### config.mk
export PLATFORM = sky130hd
export DESIGN_NAME = dmem_arbiter
export DESIGN_NICKNAME = d
export VERILOG_FILES = /design/src/rtl/dmem_arb_pkg.sv /design/src/rtl/dmem_arb_lat_cnt.sv /design/src/rtl/dmem_arbiter.sv
export SDC_FILE = /design/constraint.sdc
export NUM_CORES = 1
export LEC_CHECK = 0
export BUFFER_PORTS_ARGS = -buffer_cell sky130_fd_sc_hd__buf_2
export CORE_UTILIZATION = 47
export DETAILED_ROUTE_END_ITERATION = 8
export GPL_ROUTABILITY_DRIVEN = 0
export PLACE_DENSITY = 0.78
export SYNTH_ARGS = -nofsm -noshare
export SYNTH_HDL_FRONTEND = slang
export SYNTH_SLANG_ARGS = --single-unit
### constraint.sdc
create_clock -name clk_i -period 2.9 [get_ports clk_i]
set_clock_uncertainty 0.15 [all_clocks]
set_input_delay 0 -clock clk_i [delete_from_list [all_inputs] [get_ports clk_i]]
set_output_delay 0 -clock clk_i [all_outputs]
set_load 0.005 [all_outputs]
### src/rtl/dmem_arb_pkg.sv
// Shared types and constants for the data-memory arbiter.
// Optional round-robin arbitration is selected with the DMEM_ARB_RR_EN macro.
package dmem_arb_pkg;

   typedef enum logic [1:0] {
      IDLE   = 2'd0,
      ACCESS = 2'd1,
      DONE   = 2'd2
   } state_e;

   typedef enum logic {
      GNT_CPU = 1'b0,
      GNT_DMA = 1'b1
   } gnt_e;

   localparam int MEM_LAT_MIN = 1;
   localparam int MEM_LAT_MAX = 15;
   localparam int CNT_W       = 4;

   // Counter preload for a given latency; out-of-range latencies are clamped
   // so the 4-bit counter can never wrap.
   function automatic logic [CNT_W-1:0] lat_load(input int lat);
      int v;
      v = lat;
      if (v < MEM_LAT_MIN) v = MEM_LAT_MIN;
      if (v > MEM_LAT_MAX) v = MEM_LAT_MAX;
      return CNT_W'(v - 1);
   endfunction

endpackage

### src/rtl/dmem_arb_lat_cnt.sv
// Load/decrement latency counter with a zero flag; counts the ACCESS cycles.
module dmem_arb_lat_cnt
   import dmem_arb_pkg::*;
(
   input  logic             clk_i,
   input  logic             rst_ni,
   input  logic             load_i,
   input  logic [CNT_W-1:0] load_val_i,
   input  logic             dec_i,
   output logic             zero_o
);

   logic [CNT_W-1:0] cnt_q;
   logic [CNT_W-1:0] cnt_d;

   // Next count: load has priority, decrement saturates at zero.
   always_comb begin
      cnt_d = cnt_q;
      if (load_i) begin
         cnt_d = load_val_i;
      end else if (dec_i && (cnt_q != '0)) begin
         cnt_d = cnt_q - CNT_W'(1);
      end
   end

   // Count register.
   always_ff @(posedge clk_i or negedge rst_ni) begin
      if (!rst_ni) begin
         cnt_q <= '0;
      end else begin
         cnt_q <= cnt_d;
      end
   end

   assign zero_o = (cnt_q == '0);

endmodule

### src/rtl/dmem_arbiter.sv
// Shares the single-port data memory between the CPU MEM stage and the
// DMA/debug loader. Each access is a fixed MEM_LAT-cycle sequence followed by
// a one-cycle DONE; the MEM stage stays stalled until its access completes.
// Define DMEM_ARB_RR_EN for round-robin arbitration (default: CPU priority).
module dmem_arbiter
   import dmem_arb_pkg::*;
#(
   parameter int MEM_LAT = 2,
   parameter int ADDR_W  = 32
) (
   input  logic              clk_i,
   input  logic              start_i,
   input  logic              cpu_req_i,
   input  logic              cpu_we_i,
   input  logic [ADDR_W-1:0] cpu_addr_i,
   input  logic [31:0]       cpu_wdata_i,
   output logic [31:0]       cpu_rdata_o,
   output logic              cpu_stall_o,
   input  logic              dma_req_i,
   input  logic              dma_we_i,
   input  logic [ADDR_W-1:0] dma_addr_i,
   input  logic [31:0]       dma_wdata_i,
   output logic              dma_ack_o,
   output logic [31:0]       dma_rdata_o,
   output logic              mem_en_o,
   output logic              mem_we_o,
   output logic [ADDR_W-1:0] mem_addr_o,
   output logic [31:0]       mem_wdata_o,
   input  logic [31:0]       mem_rdata_i
);

   localparam logic [CNT_W-1:0] LAT_LOAD = lat_load(MEM_LAT);

   state_e            state_q, state_d;
   gnt_e              gnt_q, gnt_d;
   gnt_e              gnt_sel;
   logic              we_q, we_d;
   logic [ADDR_W-1:0] addr_q, addr_d;
   logic [31:0]       wdata_q, wdata_d;
   logic [31:0]       cpu_rdata_q, cpu_rdata_d;
   logic [31:0]       dma_rdata_q, dma_rdata_d;
   logic              cnt_load;
   logic              cnt_dec;
   logic              cnt_zero;

`ifdef DMEM_ARB_RR_EN
   gnt_e last_q, last_d;
   logic grant_evt;

   // Round-robin: on a conflict the port that did not win last time gets it.
   always_comb begin
      gnt_sel = GNT_CPU;
      if (cpu_req_i && dma_req_i) begin
         gnt_sel = (last_q == GNT_DMA) ? GNT_CPU : GNT_DMA;
      end else if (dma_req_i) begin
         gnt_sel = GNT_DMA;
      end
      last_d = grant_evt ? gnt_sel : last_q;
   end

   // Last-grant flop; starts at DMA so the CPU wins the first conflict.
   always_ff @(posedge clk_i or negedge start_i) begin
      if (!start_i) begin
         last_q <= GNT_DMA;
      end else begin
         last_q <= last_d;
      end
   end
`else
   // Fixed priority: the CPU wins every conflict.
   always_comb begin
      gnt_sel = cpu_req_i ? GNT_CPU : GNT_DMA;
   end
`endif

   dmem_arb_lat_cnt u_lat_cnt (
      .clk_i      (clk_i),
      .rst_ni     (start_i),
      .load_i     (cnt_load),
      .load_val_i (LAT_LOAD),
      .dec_i      (cnt_dec),
      .zero_o     (cnt_zero)
   );

   // FSM next state, request latching, read-data capture and memory outputs.
   always_comb begin
      state_d     = state_q;
      gnt_d       = gnt_q;
      we_d        = we_q;
      addr_d      = addr_q;
      wdata_d     = wdata_q;
      cpu_rdata_d = cpu_rdata_q;
      dma_rdata_d = dma_rdata_q;
      cnt_load    = 1'b0;
      cnt_dec     = 1'b0;
      mem_en_o    = 1'b0;
      mem_we_o    = 1'b0;
      mem_addr_o  = '0;
      mem_wdata_o = '0;
      dma_ack_o   = 1'b0;
`ifdef DMEM_ARB_RR_EN
      grant_evt   = 1'b0;
`endif
      case (state_q)
         IDLE: begin
            if (cpu_req_i || dma_req_i) begin
               gnt_d    = gnt_sel;
               cnt_load = 1'b1;
               state_d  = ACCESS;
`ifdef DMEM_ARB_RR_EN
               grant_evt = 1'b1;
`endif
               if (gnt_sel == GNT_CPU) begin
                  we_d    = cpu_we_i;
                  addr_d  = cpu_addr_i;
                  wdata_d = cpu_wdata_i;
               end else begin
                  we_d    = dma_we_i;
                  addr_d  = dma_addr_i;
                  wdata_d = dma_wdata_i;
               end
            end
         end
         ACCESS: begin
            mem_en_o    = 1'b1;
            mem_addr_o  = addr_q;
            mem_wdata_o = wdata_q;
            if (cnt_zero) begin
               // Final latency cycle: single write strobe and data capture.
               mem_we_o = we_q;
               if (gnt_q == GNT_CPU) begin
                  cpu_rdata_d = mem_rdata_i;
               end else begin
                  dma_rdata_d = mem_rdata_i;
               end
               state_d = DONE;
            end else begin
               cnt_dec = 1'b1;
            end
         end
         DONE: begin
            dma_ack_o = (gnt_q == GNT_DMA);
            state_d   = IDLE;
         end
         default: begin
            state_d = IDLE;
         end
      endcase
   end

   // State and latched-request registers; reset also aborts an access.
   always_ff @(posedge clk_i or negedge start_i) begin
      if (!start_i) begin
         state_q     <= IDLE;
         gnt_q       <= GNT_CPU;
         we_q        <= 1'b0;
         addr_q      <= '0;
         wdata_q     <= '0;
         cpu_rdata_q <= '0;
         dma_rdata_q <= '0;
      end else begin
         state_q     <= state_d;
         gnt_q       <= gnt_d;
         we_q        <= we_d;
         addr_q      <= addr_d;
         wdata_q     <= wdata_d;
         cpu_rdata_q <= cpu_rdata_d;
         dma_rdata_q <= dma_rdata_d;
      end
   end

   // Stall is combinational so it covers the request cycle itself.
   always_comb begin
      cpu_stall_o = cpu_req_i && !((state_q == DONE) && (gnt_q == GNT_CPU));
   end

   assign cpu_rdata_o = cpu_rdata_q;
   assign dma_rdata_o = dma_rdata_q;

endmodule

======== After elaboration in Yosys (flattened, before gate mapping) ========
Index checks and enable logic that the tools add are counted.
storage, ports and cells
  bits in registers ....................... 136
  input port bits ......................... 166
  output and inout bits ................... 132
cells by class
  $add $sub $neg .......................... 1
  equal/unequal tests ..................... 4
  reduce and logical (&&, ||, !) cells .... 13
  mux-type cells .......................... 19
  bitwise gates (word level) .............. 1
operators by type and width
  cell                   number
  $mux W32               4
  $mux W1                10
  $mux W4                2
  $reduce_and A3 Y1      2
  $logic_not A4 Y1       1
  $mux W2                2
  $ne A2 B2 Y1 const B   2
  $pmux W2 S2            1
  $reduce_and A2 Y1      2
  $reduce_bool A4 Y1     1
  $sub A4 B1 Y4 const B  1
  $logic_and A1 B1 Y1    3
  $eq A2 B1 Y1 const B   1
  $eq A2 B2 Y1 const B   1
  $logic_not A2 Y1       1
  $reduce_bool A2 Y1     1
  $logic_not A1 Y1       1
  $logic_or A1 B1 Y1     1
  $not A1 Y1             1

======== Logic depth before layout (Yosys ltp) ========
  depth after elaboration ................. 6
  gate-level depth with buffers ........... 7

======== Modules after synthesis ========
A second synthesis with hierarchy kept.
unflattened totals
  cell total of the unflattened synthesis .. 462
  area, all modules ....................... 6497.5 sq um
modules (own cells, without submodules)
  module            times used  cells an instance  area an instance (sq um)
  dmem_arbiter      1           435                6227.2
  dmem_arb_lat_cnt  1           27                 270.3

======== Worst setup path after synthesis ========
No wires, ideal clock.
  path kind ............................... reg2reg
  start ................................... register u_lat_cnt.cnt_q[0]
  end ..................................... register cpu_rdata_q[10], in the netlist cpu_rdata_o[10]
  buffers on the path ..................... 2
  library setup time ...................... 125 ps
  stages on the path, launching flop included .. 8
  setup slack ............................. 884 ps
  required time ........................... 2625 ps
  period minus slack after synthesis ...... 2016 ps
  arrival ................................. 1741 ps
  cell sequence ........................... dfrtp_1 -> inv_1 -> ha_1 -> nand2b_1 -> or4_4 -> buf_6 -> buf_12 -> mux2_4
between the ends
  longest elaborated chain between the ends .. 2
RTL lines
  element                             line                    RTL
  from (decl)                         dmem_arb_lat_cnt.sv:13  logic [CNT_W-1:0] cnt_q;
  from (signal assigned)              dmem_arb_lat_cnt.sv:31  cnt_q <= cnt_d;
  $logic_not A4 Y1                    dmem_arb_lat_cnt.sv:35  assign zero_o = (cnt_q == '0);
  $reduce_and A3 Y1 (no source line)  -
  to (signal assigned)                dmem_arbiter.sv:167     cpu_rdata_q <= cpu_rdata_d;
  to (decl)                           dmem_arbiter.sv:40      logic [31:0] cpu_rdata_q, cpu_rdata_d;
Every way passes these cells.
A chain may end at the register's enable or synchronous reset.

======== Worst setup path in the final report ========
  start ................................... register u_lat_cnt.cnt_q[0]
  end ..................................... register cpu_rdata_q[20], in the netlist cpu_rdata_o[20]
The elaborated chain is that of the path after synthesis.

==> flow_metrics.py <==
metrics = {
    "sta": {
        "post-route-min-period_ns": 2.34,
        "hold_viol": 0,
        "fmax_mhz": 428,
        "slew_violations": 0,
        "setup_violations": 0,
        "setup_tns_ns": 0,
        "worst_pin_slew_ns": 0.706,
        "slew_headroom_pct": 52.9,
        "rsz0062_at_grt": "no",
        "period_share_pct": 80.6,
    },
    "synth": {
        "synth_area_um2": 6520,
        "synthSimpleGateAreaFrac_pct": 7.71,
        "yosysMostFrequentCell": "mux2_2",
        "avgSynthCellArea_um2": 14.2,
        "synthAdderAreaFrac_pct": 0.384,
        "synth_warnings": 0,
        "synth_top_cell_by_area": "dfrtp_1",
        "syn-num-nets": 628,
        "synth_flop_cell": "dfrtp_1",
        "synth_edf_count": 0,
        "yosys.area.top_type_share_pct": 52.2,
        "synth_top_family_by_area": "multiplexers",
        "synthArstFlopShare_pct": 100,
        "ys_types": 26,
        "synth_xor_area_share_pct": 0,
        "syn_inst": 460,
        "synth-compound-area-share_pct": 1.04,
        "synth.area.top_cells": "dfrtp_1 52%, mux2_2 28%, mux2_4 6.9%",
        "synth_common_cells": "163 x mux2_2, 136 x dfrtp_1, 65 x and2_1, 30 x mux2_4, 13 x clkbuf_1",
        "ys_seq_area_share_pct": 52.2,
        "synth_mux_area_share_pct": 35.4,
        "ys_seq_elements": 136,
    },
    "cells_and_area": {
        "drive_gt1_share_pct": 57.1,
        "synthToLayoutAreaGrowth_pct": 60.3,
        "nFillCells": 711,
        "post-route-util_pct": 78.0,
        "final_nets": 1086,
        "final_cells": 1108,
    },
    "die": {
        "die_h_um": 120,
        "num_rows": 42,
        "die_x_um": 120,
        "fp.dieArea_um2": 14300,
        "initial_core_util_pct": 48.7,
        "core-area_um2": 13400,
        "io_pins": 298,
    },
    "clocking": {
        "ctsResizeCount": 0,
        "clkLatencyLatePin_ns": 0.41,
        "cts_tree": "built",
        "cts.reportedPaths.clkPinSlew_ns": 0.06,
        "cts_buffers": 17,
        "cts_buffer_depth": 2,
        "root_buffer": "clkbuf_16",
        "cts.sinks": 136,
        "h-tree-depth": 4,
    },
    "drt": {
        "drcViolationCount": 0,
        "viasPerCell": 5.05,
        "drtIter0Drc": 311,
        "wl_per_cell_um": 18.1,
        "drtAntennaViolNets": 0,
        "first_pass_iters": 4,
        "wl_um": 20000,
        "routed-via-count": 5599,
    },
    "min_path": {
        "hp-class": "in -> async",
    },
    "run": {
        "drv_cap": 0,
    },
    "global_routing": {
        "overflow": 0,
        "grt_pass1_vias": 6237,
        "grt_max_degree": 77,
        "antenna_found_initial": 0,
        "grt_use_total_pct": 28.8,
        "grt_pass1_wl_um": 31700,
    },
    "setup_path": {
        "cp.arrival_ns": 2.48,
        "endpoint_kind": "flip-flop",
        "critPathKind": "reg -> reg",
        "startpoint_type": "flip-flop",
        "worstPathMaxFanout": 32,
        "required_ns": 3.04,
    },
    "run_status": {
        "outcome": "completed",
    },
    "power_and_ir_drop": {
        "irDropWorstVdd_uv": 616,
        "p_leak_uw": 0.00508,
        "p_per_area_nw_per_um2": 980,
    },
    "placed_design": {
        "io_buffers": 297,
        "hpwl_um": 11200,
        "dp_cells": 910,
    },
}
power by group:
group | switching (uW) | total [uW] | internal [uW] | leakage, uW
combinational | 1850 | 4390 | 2530 | 0.00315
sequential | 559 | 3440 | 2890 | 0.00161
clock | 815 | 2410 | 1600 | 0.000320
flip-flops by register name (all words and copies together) (netlist names):
name,flops
dma_rdata_o,32
we_q,1
gnt_q,1
wdata_q,32
addr_q,32
state_q,2
u_lat_cnt.cnt_q,4
cpu_rdata_o,32
critical path: stages (launching register included):
cell and delay (ns):
dfrtp_1 0.40, inv_1 0.13, ha_1 0.21, nand2b_1 0.16, or4_4 0.75, mux2_4 0.41
layout by cell type (no fill, tap or decap), drive strengths merged, types with 3 or more instances in the layout:
master and count:
a21oi 4, mux2 195, buf 304, bufinv 5, clkbuf 21, clkinv 3, and2 65, nor2 5
dlygate4sd3 165, o21ai 3, inv 7, dfrtp 136
metal layers:
layer | part of all wire, % | vias to the layer above | routed length (um) | GRT usage (%)
li1 | - | 2524 | - | -
met1 | 37 | 2759 | 7500 | 31.0
met2 | 53 | 262 | 10600 | 52.7
met3 | 6.1 | 54 | 1220 | 6.99
met4 | 3.3 | 0 | 670 | 13.4
met5 | 0 | - | 0 | 0
worst paths after layout:
path	cells past startpoint	start	endpoint	slack, ns
worst min register to register	1	dma_rdata_o[7]$_DFFE_PN0P_	dma_rdata_o[7]$_DFFE_PN0P_	0.35
worst max-delay path	5	u_lat_cnt.cnt_q[0]$_DFFE_PN0P_	cpu_rdata_o[20]$_DFFE_PN0P_	0.56
worst max register to register	5	u_lat_cnt.cnt_q[0]$_DFFE_PN0P_	cpu_rdata_o[20]$_DFFE_PN0P_	0.56
worst min-delay path	2	start_i	cpu_rdata_o[18]$_DFFE_PN0P_	0.03
max in group asynchronous	3	start_i	wdata_q[1]$_DFFE_PN0P_	1.79
min in group clk_i	3	cpu_req_i	state_q[0]$_DFFE_PN0P_	0.13
timing repair:
action | CTS | global route
hold buffers | 165 | 0
setup buffers | 0 | 0
endpoints found under the hold margin | 207 | 0
final cells by class:
| cell class | count | area [um2] | share of cell area (%) |
|---|---|---|---|
| inverter | 6 | 22.5 | 0.215 |
| clock buffer | 21 | 470 | 4.50 |
| clock inverter | 11 | 193 | 1.84 |
| tap | 176 | 220 | 2.11 |
| timing repair buffer | 469 | 3220 | 30.8 |
| sequential | 136 | 3400 | 32.6 |
| antenna | 1 | 2.50 | 0.0239 |
| multi-input combinational | 288 | 2920 | 27.9 |
kinds of logic (layout without fill, tap and decap cells):
kind of cell | after synthesis | in the layout
other cells | 0 | 1
buf+inv | 36 | 507
fa+ha+maj | 2 | 2
compound gates | 11 | 11
mux | 195 | 195
flops | 136 | 136
simple gates | 80 | 80
per-stage QoR:
stage,cell area [um2],hold slack (ns),setup WS [ns],power [uW]
floorplan,6520,-0.446,0.884,5840
global placement,8140,-0.0889,0.700,7260
detailed placement,8140,-0.0786,0.608,7440
CTS,10500,0.0468,0.592,10100
global route,10500,0.0799,0.482,10800
finish,10500,0.0304,0.562,10200
(Power assumes the default switching activity.)
